--- config.mk ---
export PLATFORM = sky130hd
export DESIGN_NAME = psum_drain
export DESIGN_NICKNAME = d
export VERILOG_FILES = /design/src/rtl/psum_drain_pkg.sv /design/src/rtl/psum_drain_fifo.sv /design/src/rtl/psum_drain.sv
export SDC_FILE = /design/constraint.sdc
export NUM_CORES = 1
export LEC_CHECK = 0
export BUFFER_PORTS_ARGS = -buffer_cell sky130_fd_sc_hd__buf_4
export CAP_MARGIN = 20
export CORE_MARGIN = 1.5
export CORE_UTILIZATION = 50
export CTS_CLUSTER_DIAMETER = 30
export DETAILED_ROUTE_END_ITERATION = 10
export GPL_ROUTABILITY_DRIVEN = 0
export GPL_TIMING_DRIVEN = 0
export PLACE_DENSITY = 0.69
export SYNTH_ARGS = -nofsm -noshare
export SYNTH_HDL_FRONTEND = slang
export SYNTH_SLANG_ARGS = --single-unit
--- constraint.sdc ---
create_clock -name clk -period 17.15 [get_ports clk]
set_input_delay 5.145 -clock clk [delete_from_list [all_inputs] [get_ports clk]]
set_output_delay 5.145 -clock clk [all_outputs]
set_load 0.05 [all_outputs]
--- src/rtl/psum_drain_pkg.sv ---
// Shared types and constants for the psum drain block: FSM state encoding
// and the partial-sum width rule (psum = 2 x activation/weight width).
package psum_drain_pkg;

    typedef enum logic [1:0] {
        ST_IDLE   = 2'd0,
        ST_ACTIVE = 2'd1,
        ST_FLUSH  = 2'd2,
        ST_DONE   = 2'd3
    } state_t;

    localparam int PSUM_MULT      = 2;
    localparam int DATA_WIDTH_DEF = 24;
    localparam int PSUM_WIDTH_DEF = PSUM_MULT * DATA_WIDTH_DEF;
    localparam int VEC_TOTAL_W    = 16;

    function automatic int psum_width(input int data_width);
        return PSUM_MULT * data_width;
    endfunction

endpackage

--- src/rtl/psum_drain_fifo.sv ---
// Synchronous FIFO for aligned psum vectors; a push into a full FIFO is
// accepted only when a pop happens in the same cycle.
module psum_drain_fifo
    import psum_drain_pkg::*;
#(
    parameter int WIDTH = PSUM_WIDTH_DEF,
    parameter int DEPTH = 4
) (
    input  logic             clk,
    input  logic             rst_n,
    input  logic             push,
    input  logic             pop,
    input  logic [WIDTH-1:0] wdata,
    output logic [WIDTH-1:0] rdata,
    output logic             full,
    output logic             empty
);

    localparam int AW = $clog2(DEPTH);
    localparam int CW = AW + 1;

    logic [WIDTH-1:0] mem [DEPTH];
    logic [AW-1:0]    wr_ptr;
    logic [AW-1:0]    rd_ptr;
    logic [CW-1:0]    count;
    logic             push_en;
    logic             pop_en;

    assign empty   = (count == '0);
    assign full    = (count == CW'(DEPTH));
    assign pop_en  = pop && !empty;
    assign push_en = push && (!full || pop_en);
    assign rdata   = mem[rd_ptr];

    // NOTE: storage carries no reset; only pointers and occupancy define
    // what is valid, so resetting the array would just cost area and fanout.
    always_ff @(posedge clk) begin
        if (push_en) begin
            mem[wr_ptr] <= wdata;
        end
    end

    // NOTE: state registers use non-blocking assignments so every flop
    // samples pre-edge values regardless of statement order.
    always_ff @(posedge clk) begin
        if (!rst_n) begin
            wr_ptr <= '0;
            rd_ptr <= '0;
            count  <= '0;
        end else begin
            if (push_en) begin
                wr_ptr <= wr_ptr + AW'(1);
            end
            if (pop_en) begin
                rd_ptr <= rd_ptr + AW'(1);
            end
            case ({push_en, pop_en})
                2'b10:   count <= count + CW'(1);
                2'b01:   count <= count - CW'(1);
                default: count <= count;
            endcase
        end
    end

endmodule

--- src/rtl/psum_drain.sv ---
// Drains the bottom PE row: deskews the staggered column psums into aligned
// vectors, buffers them, and hands them out over a valid/ready port.
// Optional macro PSUM_DRAIN_RELU_EN clamps negative output columns to zero.
module psum_drain
    import psum_drain_pkg::*;
#(
    parameter int data_width         = DATA_WIDTH_DEF,
    parameter int w_tile_column_size = 6,
    parameter int FIFO_DEPTH         = 4
) (
    input  logic                                         clk,
    input  logic                                         rst_n,
    input  logic                                         start,
    input  logic [VEC_TOTAL_W-1:0]                       vec_total,
    input  logic                                         in_valid,
    input  logic [2*data_width*w_tile_column_size-1:0]   in_sum,
    output logic                                         out_valid,
    input  logic                                         out_ready,
    output logic [2*data_width*w_tile_column_size-1:0]   out_data,
    output logic                                         busy,
    output logic                                         done,
    output logic                                         overflow
);

    localparam int PW   = psum_width(data_width);
    localparam int COLS = w_tile_column_size;
    localparam int VW   = PW * COLS;
    localparam int LAT  = COLS - 1;

    state_t                 state;
    logic [VEC_TOTAL_W-1:0] vec_total_q;
    logic [VEC_TOTAL_W-1:0] entered_cnt;
    logic [VEC_TOTAL_W-1:0] aligned_cnt;
    logic [LAT-1:0]         vld_sr;
    logic [VW-1:0]          aligned_vec;
    logic                   aligned_valid;
    logic                   accept;
    logic                   drop;
    logic [VW-1:0]          fifo_rdata;
    logic                   fifo_full;
    logic                   fifo_empty;

    // Stop accepting once the whole job has entered the delay line.
    assign accept        = (state == ST_ACTIVE) && in_valid && (entered_cnt < vec_total_q);
    assign aligned_valid = vld_sr[LAT-1];
    assign drop          = aligned_valid && fifo_full && !out_ready;

    always_ff @(posedge clk) begin
        if (!rst_n) begin
            vld_sr <= '0;
        end else begin
            vld_sr[0] <= accept;
            for (int k = 1; k < LAT; k++) begin
                vld_sr[k] <= vld_sr[k-1];
            end
        end
    end

    // Column c arrives c cycles after column 0, so it waits LAT-c cycles.
    for (genvar c = 0; c < COLS; c++) begin : g_col
        localparam int D = LAT - c;
        if (D == 0) begin : g_pass
            assign aligned_vec[c*PW +: PW] = in_sum[c*PW +: PW];
        end else begin : g_dly
            logic [PW-1:0] sr [D];
            always_ff @(posedge clk) begin
                sr[0] <= in_sum[c*PW +: PW];
                for (int k = 1; k < D; k++) begin
                    sr[k] <= sr[k-1];
                end
            end
            assign aligned_vec[c*PW +: PW] = sr[D-1];
        end
    end

    psum_drain_fifo #(
        .WIDTH (VW),
        .DEPTH (FIFO_DEPTH)
    ) u_fifo (
        .clk   (clk),
        .rst_n (rst_n),
        .push  (aligned_valid),
        .pop   (out_ready),
        .wdata (aligned_vec),
        .rdata (fifo_rdata),
        .full  (fifo_full),
        .empty (fifo_empty)
    );

    assign out_valid = !fifo_empty;

`ifdef PSUM_DRAIN_RELU_EN
    // NOTE: every always_comb target gets a default first so no path can
    // leave it unassigned and infer a latch.
    always_comb begin
        out_data = '0;
        if (!fifo_empty) begin
            for (int c = 0; c < COLS; c++) begin
                out_data[c*PW +: PW] = fifo_rdata[c*PW + PW - 1] ? '0 : fifo_rdata[c*PW +: PW];
            end
        end
    end
`else
    assign out_data = fifo_empty ? '0 : fifo_rdata;
`endif

    always_ff @(posedge clk) begin
        if (!rst_n) begin
            state       <= ST_IDLE;
            vec_total_q <= '0;
            entered_cnt <= '0;
            aligned_cnt <= '0;
            busy        <= 1'b0;
            done        <= 1'b0;
            overflow    <= 1'b0;
        end else begin
            done <= 1'b0;
            if (drop) begin
                overflow <= 1'b1;
            end
            if (accept) begin
                entered_cnt <= entered_cnt + 1'b1;
            end
            if (aligned_valid) begin
                aligned_cnt <= aligned_cnt + 1'b1;
            end
            case (state)
                ST_IDLE: begin
                    if (start) begin
                        vec_total_q <= vec_total;
                        entered_cnt <= '0;
                        aligned_cnt <= '0;
                        overflow    <= 1'b0;
                        busy        <= 1'b1;
                        if (vec_total == '0) begin
                            state <= ST_DONE;
                            done  <= 1'b1;
                        end else begin
                            state <= ST_ACTIVE;
                        end
                    end
                end
                ST_ACTIVE: begin
                    if (aligned_valid && (aligned_cnt + 1'b1 == vec_total_q)) begin
                        state <= ST_FLUSH;
                    end
                end
                ST_FLUSH: begin
                    if (fifo_empty && !(|vld_sr)) begin
                        state <= ST_DONE;
                        done  <= 1'b1;
                    end
                end
                ST_DONE: begin
                    state <= ST_IDLE;
                    busy  <= 1'b0;
                end
                default: begin
                    state <= ST_IDLE;
                    busy  <= 1'b0;
                end
            endcase
        end
    end

endmodule

-- After elaboration in Yosys (flattened, before gate mapping)
Memory sizes are Yosys's and may differ from the RTL's. A register that Yosys moved wholly into a read port is not among the register bits.
Index checks and enable logic that the tools add are counted.
- register bits after elaboration: 65
- bits in writable memories: 1872
- bits of input ports: 309
- memories: 6
- memories (name ; depth ; width ; read ports ; clocked after Yosys merged registers in ; wr ports ; RTL line ; text):
    u_fifo.mem ; 4 ; 288 ; 1 ; 1 ; 1 ; psum_drain_fifo.sv:22 ; logic [WIDTH-1:0] mem [DEPTH];
    g_col[0].g_dly.sr ; 5 ; 48 ; 5 ; 0 ; 5 ; psum_drain.sv:65 ; logic [PW-1:0] sr [D];
    g_col[1].g_dly.sr ; 4 ; 48 ; 4 ; 0 ; 4 ; psum_drain.sv:65 ;
    g_col[2].g_dly.sr ; 3 ; 48 ; 3 ; 0 ; 3 ; psum_drain.sv:65 ;
    g_col[3].g_dly.sr ; 2 ; 48 ; 2 ; 0 ; 2 ; psum_drain.sv:65 ;
    g_col[4].g_dly.sr ; 1 ; 48 ; 1 ; 0 ; 1 ; psum_drain.sv:65 ;
- add/sub/neg operators: 6
- magnitude comparators: 1
- equal/unequal tests: 10
- muxes and demuxes: 26
- reduce and logical (&&, ||, !) cells: 22
- operators by type and width (operator ; number):
    $mux 288 ; 1
    $mux 16 ; 6
    $add 16x1->16 const B ; 2
    $eq 16x16->1 ; 1
    $logic_not 16->1 ; 1
    $lt 16x16->1 ; 1
    $mux 2 ; 6
    $mux 1 ; 9
    $logic_and 1x1->1 ; 8
    $pmux 2 s4 ; 1
    $eq 2x2->1 const B ; 3
    $pmux 3 s2 ; 1
    $reduce_or 5->1 ; 1
    $add 2x1->2 const B ; 2
    $eq 2x1->1 const B ; 2
    $logic_not 1->1 ; 4
    $ne 2x2->1 const B ; 2
    $pmux 1 s2 ; 2
    $reduce_and 2->1 ; 2
    $reduce_bool 2->1 ; 2
    $add 3x1->3 const B ; 1
    $eq 3x3->1 const B ; 1
    $logic_not 3->1 ; 1
    $reduce_and 3->1 ; 1
    4 further kinds ; 4

-- Longest topological paths before layout
Gate-level depths: netlist of the first run.
- depth after elaboration: 7
- gate-level depth with buffers: 12
- gate-level depth less buffers: 10

-- Modules after synthesis
A second synthesis of the first run with hierarchy kept.
- cells, all modules: 3036
- area total of the unflattened synthesis: 61940.7 µm²
- by module, submodules not included (module ; instances ; cells each ; area each (µm²) ; sequential area each (µm²)):
    psum_drain_fifo ; 1 ; 1564 ; 42107.9 ; 34773.4
    psum_drain ; 1 ; 1472 ; 19832.8 ; 15574.9

-- Least setup slack after synthesis of the first run
No wires, ideal clock.
- path type: input port to flip-flop
- from: input port out_ready
- to: memory u_fifo.mem[0][0] (netlist name) (enable)
- arrival: 12.058 ns
- path slack: 4.406 ns
- stages on the path: 3
- path buffers: 0
- cell sequence: nor4b_1 > nor2_1 > and2_1
- word-level cells in the longest chain between the ends: 5
- ends and longest elaborated chain (element ; RTL line ; text):
    start, declared ; psum_drain.sv:18 ; input logic out_ready,
    $logic_and 1x1->1 ; psum_drain_fifo.sv:31 ; assign pop_en = pop && !empty;
    $logic_or 1x1->1 ; psum_drain_fifo.sv:32 ; assign push_en = push && (!full || pop_en);
    $logic_and 1x1->1 ; psum_drain_fifo.sv:32 ;
    $mux 1 ; psum_drain_fifo.sv:38 ; if (push_en) begin
    $mux 1 (not written as such) ; psum_drain_fifo.sv:39 ; mem[wr_ptr] <= wdata;
    end, declared ; psum_drain_fifo.sv:22 ;
No other way between the ends.

==> impl_metrics.tcl, run 1 <==
set metrics [dict create \
    final_period_minus_worst_setup_slack_ps 9660 \
    post_layout_nonfiller_instances 5887 \
    comb_power_share 0.019 \
    total_wire_length_mm 131 \
    drive_gt1_frac 0.357 \
    start_util 0.504 \
    placement_rows 128 \
    synth.yosys.seq_area_share 0.820 \
    core_area_sq_um 122000 \
    power.share.clock 0.564 \
    overflow 0 \
    post_synth_most_frequent_cells "sky130_fd_sc_hd__edfxtp_1 (1152), sky130_fd_sc_hd__dfxtp_1 (787), sky130_fd_sc_hd__and2_1 (299), sky130_fd_sc_hd__mux4_2 (288), sky130_fd_sc_hd__clkbuf_1 (61)" \
    numPlacedInstances 5252 \
    ctsLongestPathBuffers 4 \
    clk_pin_slew_worst_paths_ps 50 \
    yosys_warnings 0 \
    setup.worst_path.class "register to primary output" \
    fin_skew_ps 80.4 \
    crit_path_end "out_data[157]" \
    syn-instance-count 3002 \
    die_width_um 353 \
    cp.buffers_inverters 4 \
    synth_ff_type "sky130_fd_sc_hd__edfxtp_1" \
    antenna_found_initial 22 \
    dp_slack_ps 8260 \
    synth_edf_count 1152 \
    tritoncts "built" \
    numCtsBuffers 350 \
    placement.cell_area_sq_um 68600 \
    routed_wire_length_per_instance_um 22.2 \
    hold_viol 0 \
    utilization 0.662 \
    buffer_cell_driving_the_clock_tree_root "sky130_fd_sc_hd__clkbuf_16" \
    multi_input_comb_area_sq_um 10500 \
    power.density_cell_area_nw_per_um2 152 \
    die_y_um 353 \
    slew-limit-headroom 0.339 \
    design.die.area_sq_um 125000 \
    cts.sinks 1939 \
    worstHoldPathType "register to register" \
    syn_avg_cell_area_sq_um 20.5 \
    fin_setup_tns_ps 0 \
    ff_latch_area_sq_um 50300 \
    power_spent_charging_and_discharging_nets_mw 2.51 \
    detailed_place_hpwl_mm 79.2 \
    post_cts_buffers 0 \
    cts_hold_buffers 0 \
    post_synth_instance_area_sq_um 61400 \
    postSynth.asyncResetShare 0 \
    final.period_utilization 0.564 \
    syn2layout_area_growth_pct 31.3 \
    pin_count 601 \
    crit_chain "clkbuf_1 > clkbuf_1 > buf_1 > mux4_2 > and2_1 > buf_4" \
    critical_path.top_delay_family "buffers and inverters" \
    hold-worst-slack_ps 275 \
    h-tree-depth 5 \
    cts-resized-gates 0 \
    outcome "complete, no violations" \
    route.detailed.drc 0 \
    netlist.area_leader.share 0.563 \
    synth_cell_types 50 \
    final_critical_path_setup_slack_ps 7490 \
    slew_viol_final 0 \
    maxCapViolCount 0 \
    crit_start_category "register" \
    required_worst_endpoint_ps 12000 \
    critical_path.reg2reg.endpoint "u_fifo.mem[1][117]" \
    fmaxAchievable_mhz 103 \
    leakagePower_nw 29.3 \
    finalSetupViolCount 0 \
    timing.critical_path.slowest_stage_cell "sky130_fd_sc_hd__clkbuf_1" \
    final_area_sq_um 80600 \
    reg2reg_from "vld_sr[4]" \
    postSynthRegisterBits 1939 \
    yosysTopAreaCell "sky130_fd_sc_hd__edfxtp_1" \
    worstPathMaxFanout 10 \
    power_switching_share 0.205 \
    clk_latency_ps 930 \
    rsz0062_at_grt "false" \
    synth.top_cells.by_area "sky130_fd_sc_hd__edfxtp_1 (56%), sky130_fd_sc_hd__dfxtp_1 (26%), sky130_fd_sc_hd__mux4_2 (11%), sky130_fd_sc_hd__and2_1 (3.0%), sky130_fd_sc_hd__ha_1 (0.53%)" \
    totalPowerFinal_mw 12.2 \
    route.detailed.vias_per_inst 5.09 \
    tightest_slew_ps 992 \
    design.final.nets 4317 \
    firstDrtPassIters 5 \
    drtAntennaViolNets 0 \
    detailedRoute.firstIterationViolations 2005 \
    global_route.usage.total 0.211 \
    power.internal_mw 9.73 \
    cpMostUsedCell "sky130_fd_sc_hd__clkbuf_1" \
    route.vias.total 30000 \
    reg2reg_slack_ps 13240 \
    num-fill-cells 7796 \
    grt_pass1_wl_mm 195 \
    first_global_vias 31700 \
    grt_start_max_net_pins 56 \
    timing.critical_path.to_type "primary output" \
    cpPeakStageDelay_ps 800 \
    post-synth-top-count-cell "sky130_fd_sc_hd__edfxtp_1" \
    r2r_cells 8 \
    worst-path-stages 6 \
    peakVddDrop_mv 0.145 \
    sequentialPowerShare 0.417 \
    arrival_ps 4520 \
    portBuffers 600 \
    synth_nets 3338 \
]
-- power groups by stage --
stage / clock (mW) / sequential (mW) / combinational, mW
final: 6.90 / 5.10 / 0.237
after detailed placement: 0 / 5.18 / 0.236
after global placement: 0 / 5.18 / 0.233
after floorplan: 0 / 5.17 / 0.122
after global routing: 7.23 / 5.10 / 0.259
after CTS: 7.01 / 5.10 / 0.239
-- area by class of cell --
cell class / instances / area share
inverter: 31 / 0.00144
sequential: 1939 / 0.624
tap: 1625 / 0.0252
multi-input combinational: 918 / 0.130
buffer: 114 / 0.00582
timing repair buffer: 627 / 0.0642
clock buffer: 411 / 0.116
antenna: 4 / 0.000124
clock inverter: 218 / 0.0329
-- cells by family after synthesis --
kind of cell | Yosys count | share of synthesized area
adder cells (fa/ha/maj) | 27 | 0.00562
multiplexers | 292 | 0.106
XOR/XNOR | 40 | 0.00571
buffers and inverters | 145 | 0.00954
flip-flops | 1939 | 0.820
AO/OA/AOI/OAI | 90 | 0.00888
AND/OR/NAND/NOR | 469 | 0.0440
-- flip-flops by register name (all words and copies together), names as in the netlist, named ones only --
signal and cells:
u_fifo.mem 1152, g_col.g_dly.sr 720, aligned_cnt 16, entered_cnt 16
vec_total_q 16, vld_sr 5, u_fifo.count 3, state 2
u_fifo.rd_ptr 2, u_fifo.wr_ptr 2, busy 1, done 1
overflow 1
-- routing by layer --
metal / vias up / GRT usage / wire length [um]
met1: 15100 / 0.259 / 51200
met5: - / 0 / 173
met2: 1033 / 0.340 / 64500
met4: 26 / 0.0750 / 3490
li1: 13500 / - / -
met3: 260 / 0.0813 / 11500
-- worst min path at each step --
stage | startpoint | slack (ps) | end | depth (start not counted)
final | g_col[0].g_dly.sr[0][139] | 280 | g_col[0].g_dly.sr[0][187] | 0
after global routing | g_col[0].g_dly.sr[0][139] | 280 | g_col[0].g_dly.sr[0][187] | 0
after CTS | g_col[0].g_dly.sr[0][139] | 270 | g_col[0].g_dly.sr[0][187] | 0
after detailed placement | g_col[0].g_dly.sr[0][52] | 310 | g_col[0].g_dly.sr[0][100] | 0
after global placement | g_col[2].g_dly.sr[0][32] | 310 | g_col[2].g_dly.sr[0][80] | 0
after floorplan | g_col[0].g_dly.sr[0][52] | 310 | g_col[0].g_dly.sr[0][100] | 0
-- placed cells by master (no fill, tap or decap), types with 37 or more instances in the layout --
master	Yosys	layout
sky130_fd_sc_hd__nor2_1	44	44
sky130_fd_sc_hd__clkbuf_1	61	95
sky130_fd_sc_hd__mux4_2	288	288
sky130_fd_sc_hd__dfxtp_1	787	787
sky130_fd_sc_hd__inv_6	0	47
sky130_fd_sc_hd__clkinvlp_4	0	37
sky130_fd_sc_hd__nand2_1	53	53
sky130_fd_sc_hd__a21oi_1	41	41
sky130_fd_sc_hd__buf_1	45	45
sky130_fd_sc_hd__buf_4	3	603
sky130_fd_sc_hd__clkbuf_16	0	358
sky130_fd_sc_hd__edfxtp_1	1152	1152
sky130_fd_sc_hd__and2_1	299	295
sky130_fd_sc_hd__bufinv_16	0	43
(Power assumes the default switching activity.)
==> inputs of run 2 (changes only) <==
==> constraint.sdc (replaced) <==
create_clock -name clk -period 10.1 [get_ports clk]
set_input_delay 3.03 -clock clk [delete_from_list [all_inputs] [get_ports clk]]
set_output_delay 3.03 -clock clk [all_outputs]
set_load 0.05 [all_outputs]
==> run 2 against run 1 <==
  * Register-to-register slack lost 6700 ps
  * Sequential share of layout area is essentially flat
  * Clock skew shrank 19 ps
  * Power grew 69%
==> impl_metrics.tcl, run 2 (synthesis gave the netlist of run 1 again) <==
set metrics [dict create \
    worstPathMaxFanout 10 \
    crit_start_category "register" \
    largest_register_ff_count 1152 \
    start_util 0.504 \
    fmaxAchievable_mhz 135 \
    outcome "complete, no violations" \
    buffer_cell_driving_the_clock_tree_root "sky130_fd_sc_hd__clkbuf_16" \
    mostFrequentLayoutCells "sky130_fd_sc_hd__edfxtp_1 (1152), sky130_fd_sc_hd__dfxtp_1 (787), sky130_fd_sc_hd__buf_4 (603)" \
    die_y_um 353 \
    route.detailed.vias_per_inst 5.11 \
    design.die.area_sq_um 125000 \
    worstHoldPathType "register to register" \
    r2r_cells 7 \
    slew_viol_final 0 \
    whs_path_cells 0 \
    first_global_vias 31800 \
    reg.largest.list "u_fifo.mem (1152), g_col.g_dly.sr (720)" \
    routed_wire_length_per_instance_um 22.2 \
    power.internal_mw 16.5 \
    hold_viol 0 \
    placement.cell_area_sq_um 68600 \
    portBuffers 600 \
    tritoncts "built" \
    clk_latency_ps 890 \
    comb_power_share 0.019 \
    sequentialPowerShare 0.418 \
    power.share.clock 0.562 \
    cts_hold_buffers 0 \
    maxCapViolCount 0 \
    syn2layout_area_growth_pct 31.3 \
    detailed_place_hpwl_mm 79.7 \
    power.density_cell_area_nw_per_um2 257 \
    cts-resized-gates 0 \
    reg2reg_slack_ps 6500 \
    firstDrtPassIters 7 \
    largest_register "u_fifo.mem" \
    peakVddDrop_mv 0.236 \
    die_width_um 353 \
    required_worst_endpoint_ps 7070 \
    finalSetupViolCount 0 \
    timing.hold.worst_endpoint "g_col[0].g_dly.sr[0][99]" \
    final_area_sq_um 80600 \
    total_wire_length_mm 131 \
    hold-worst-slack_ps 284 \
    grt_pass1_wl_mm 195 \
    global_route.usage.total 0.210 \
    clk_pin_slew_worst_paths_ps 50 \
    layout.cells.most_common "sky130_fd_sc_hd__edfxtp_1" \
    detailedRoute.firstIterationViolations 2121 \
    post_cts_buffers 0 \
    placement_rows 128 \
    route.vias.total 30100 \
    rsz0062_at_grt "false" \
    drive_gt1_frac 0.358 \
    leakagePower_nw 29.4 \
    critical_path.reg2reg.endpoint "u_fifo.mem[2][92]" \
    setup.worst_path.class "register to primary output" \
    ctsLongestPathBuffers 4 \
    totalPowerFinal_mw 20.7 \
    arrival_ps 4390 \
    fin_setup_tns_ps 0 \
    tightest_slew_ps 1060 \
    overflow 0 \
    power_spent_charging_and_discharging_nets_mw 4.16 \
    power_switching_share 0.201 \
    design.final.nets 4313 \
    pin_count 601 \
    h-tree-depth 5 \
    cts.sinks 1939 \
    final_period_minus_worst_setup_slack_ps 7420 \
    numCtsBuffers 347 \
    final.period_utilization 0.734 \
    core_area_sq_um 122000 \
    route.detailed.drc 0 \
    grt_start_max_net_pins 56 \
    utilization 0.662 \
    drtAntennaViolNets 0 \
    fin_skew_ps 61.7 \
    slew-limit-headroom 0.295 \
    timing.critical_path.to_type "primary output" \
    hp-start "g_col[0].g_dly.sr[0][51]" \
    reg2reg_from "vld_sr[4]" \
    antenna_found_initial 24 \
]
[run 2: cell count changes in the layout (fill, tap and decap cells not counted), moves of 4 or more]
cell,delta
sky130_fd_sc_hd__clkbuf_1,-4
sky130_fd_sc_hd__clkinv_4,-7
sky130_fd_sc_hd__buf_12,-5
sky130_fd_sc_hd__clkbuf_8,+9
sky130_fd_sc_hd__clkinv_2,+21
sky130_fd_sc_hd__diode_2,+6
sky130_fd_sc_hd__clkbuf_16,+4
sky130_fd_sc_hd__inv_6,-21
sky130_fd_sc_hd__buf_16,+5
[run 2: layout make-up]
class                           instances  area (sq um)
Buffer                                114           469
Multi-Input combinational cell        918         10500
Timing Repair Buffer                  626          5190
Clock buffer                          420          9560
Clock inverter                        203          2420
Antenna cell                           10          25.0
Tap cell                             1625          2030
Fill cell                            7819         41200
Inverter                               31           116
Sequential cell                      1939         50300
[run 2: metrics by stage]
stage | instances | worst slack, ps
floorplan | 3002 | 2690
finish | 5886 | 2680
CTS | 5874 | 2370
global route | 5882 | 2300
detailed placement | 5251 | 3330
global placement | 5227 | -764
[run 2: worst max path at each step]
stage | startpoint | to
2_1_floorplan | out_ready | u_fifo.mem[0][0]
3_3_place_gp | out_ready | u_fifo.mem[0][92]
3_5_place_dp | register | out_data[197]
4_1_cts | register | out_data[197]
5_1_grt | register | out_data[157]
6_report | register | out_data[248]
[run 2: metal layers]
layer,GRT usage,part of all wire,routed length (um)
met1,0.262,0.39,51600
met4,0.0764,0.023,3040
met5,0,0.0010,137
met3,0.0690,0.079,10300
met2,0.344,0.50,65800
[run 2: power groups by stage]
| stage | clock [mW] | sequential, mW | combinational [mW] |
|---|---|---|---|
| 3_3_place_gp | 0 | 8.80 | 0.397 |
| 4_1_cts | 11.8 | 8.66 | 0.407 |
| 6_report | 11.6 | 8.65 | 0.403 |
| 3_5_place_dp | 0 | 8.81 | 0.403 |
| 2_1_floorplan | 0 | 8.78 | 0.207 |
| 5_1_grt | 12.2 | 8.67 | 0.441 |
[run 2: worst max-delay path, stage by stage, from the launching register on]
cell	delay (ps)
sky130_fd_sc_hd__dfxtp_1	300
sky130_fd_sc_hd__clkbuf_1	580
sky130_fd_sc_hd__clkbuf_1	810
sky130_fd_sc_hd__buf_1	780
sky130_fd_sc_hd__mux4_2	640
sky130_fd_sc_hd__and2_1	200
sky130_fd_sc_hd__buf_4	190
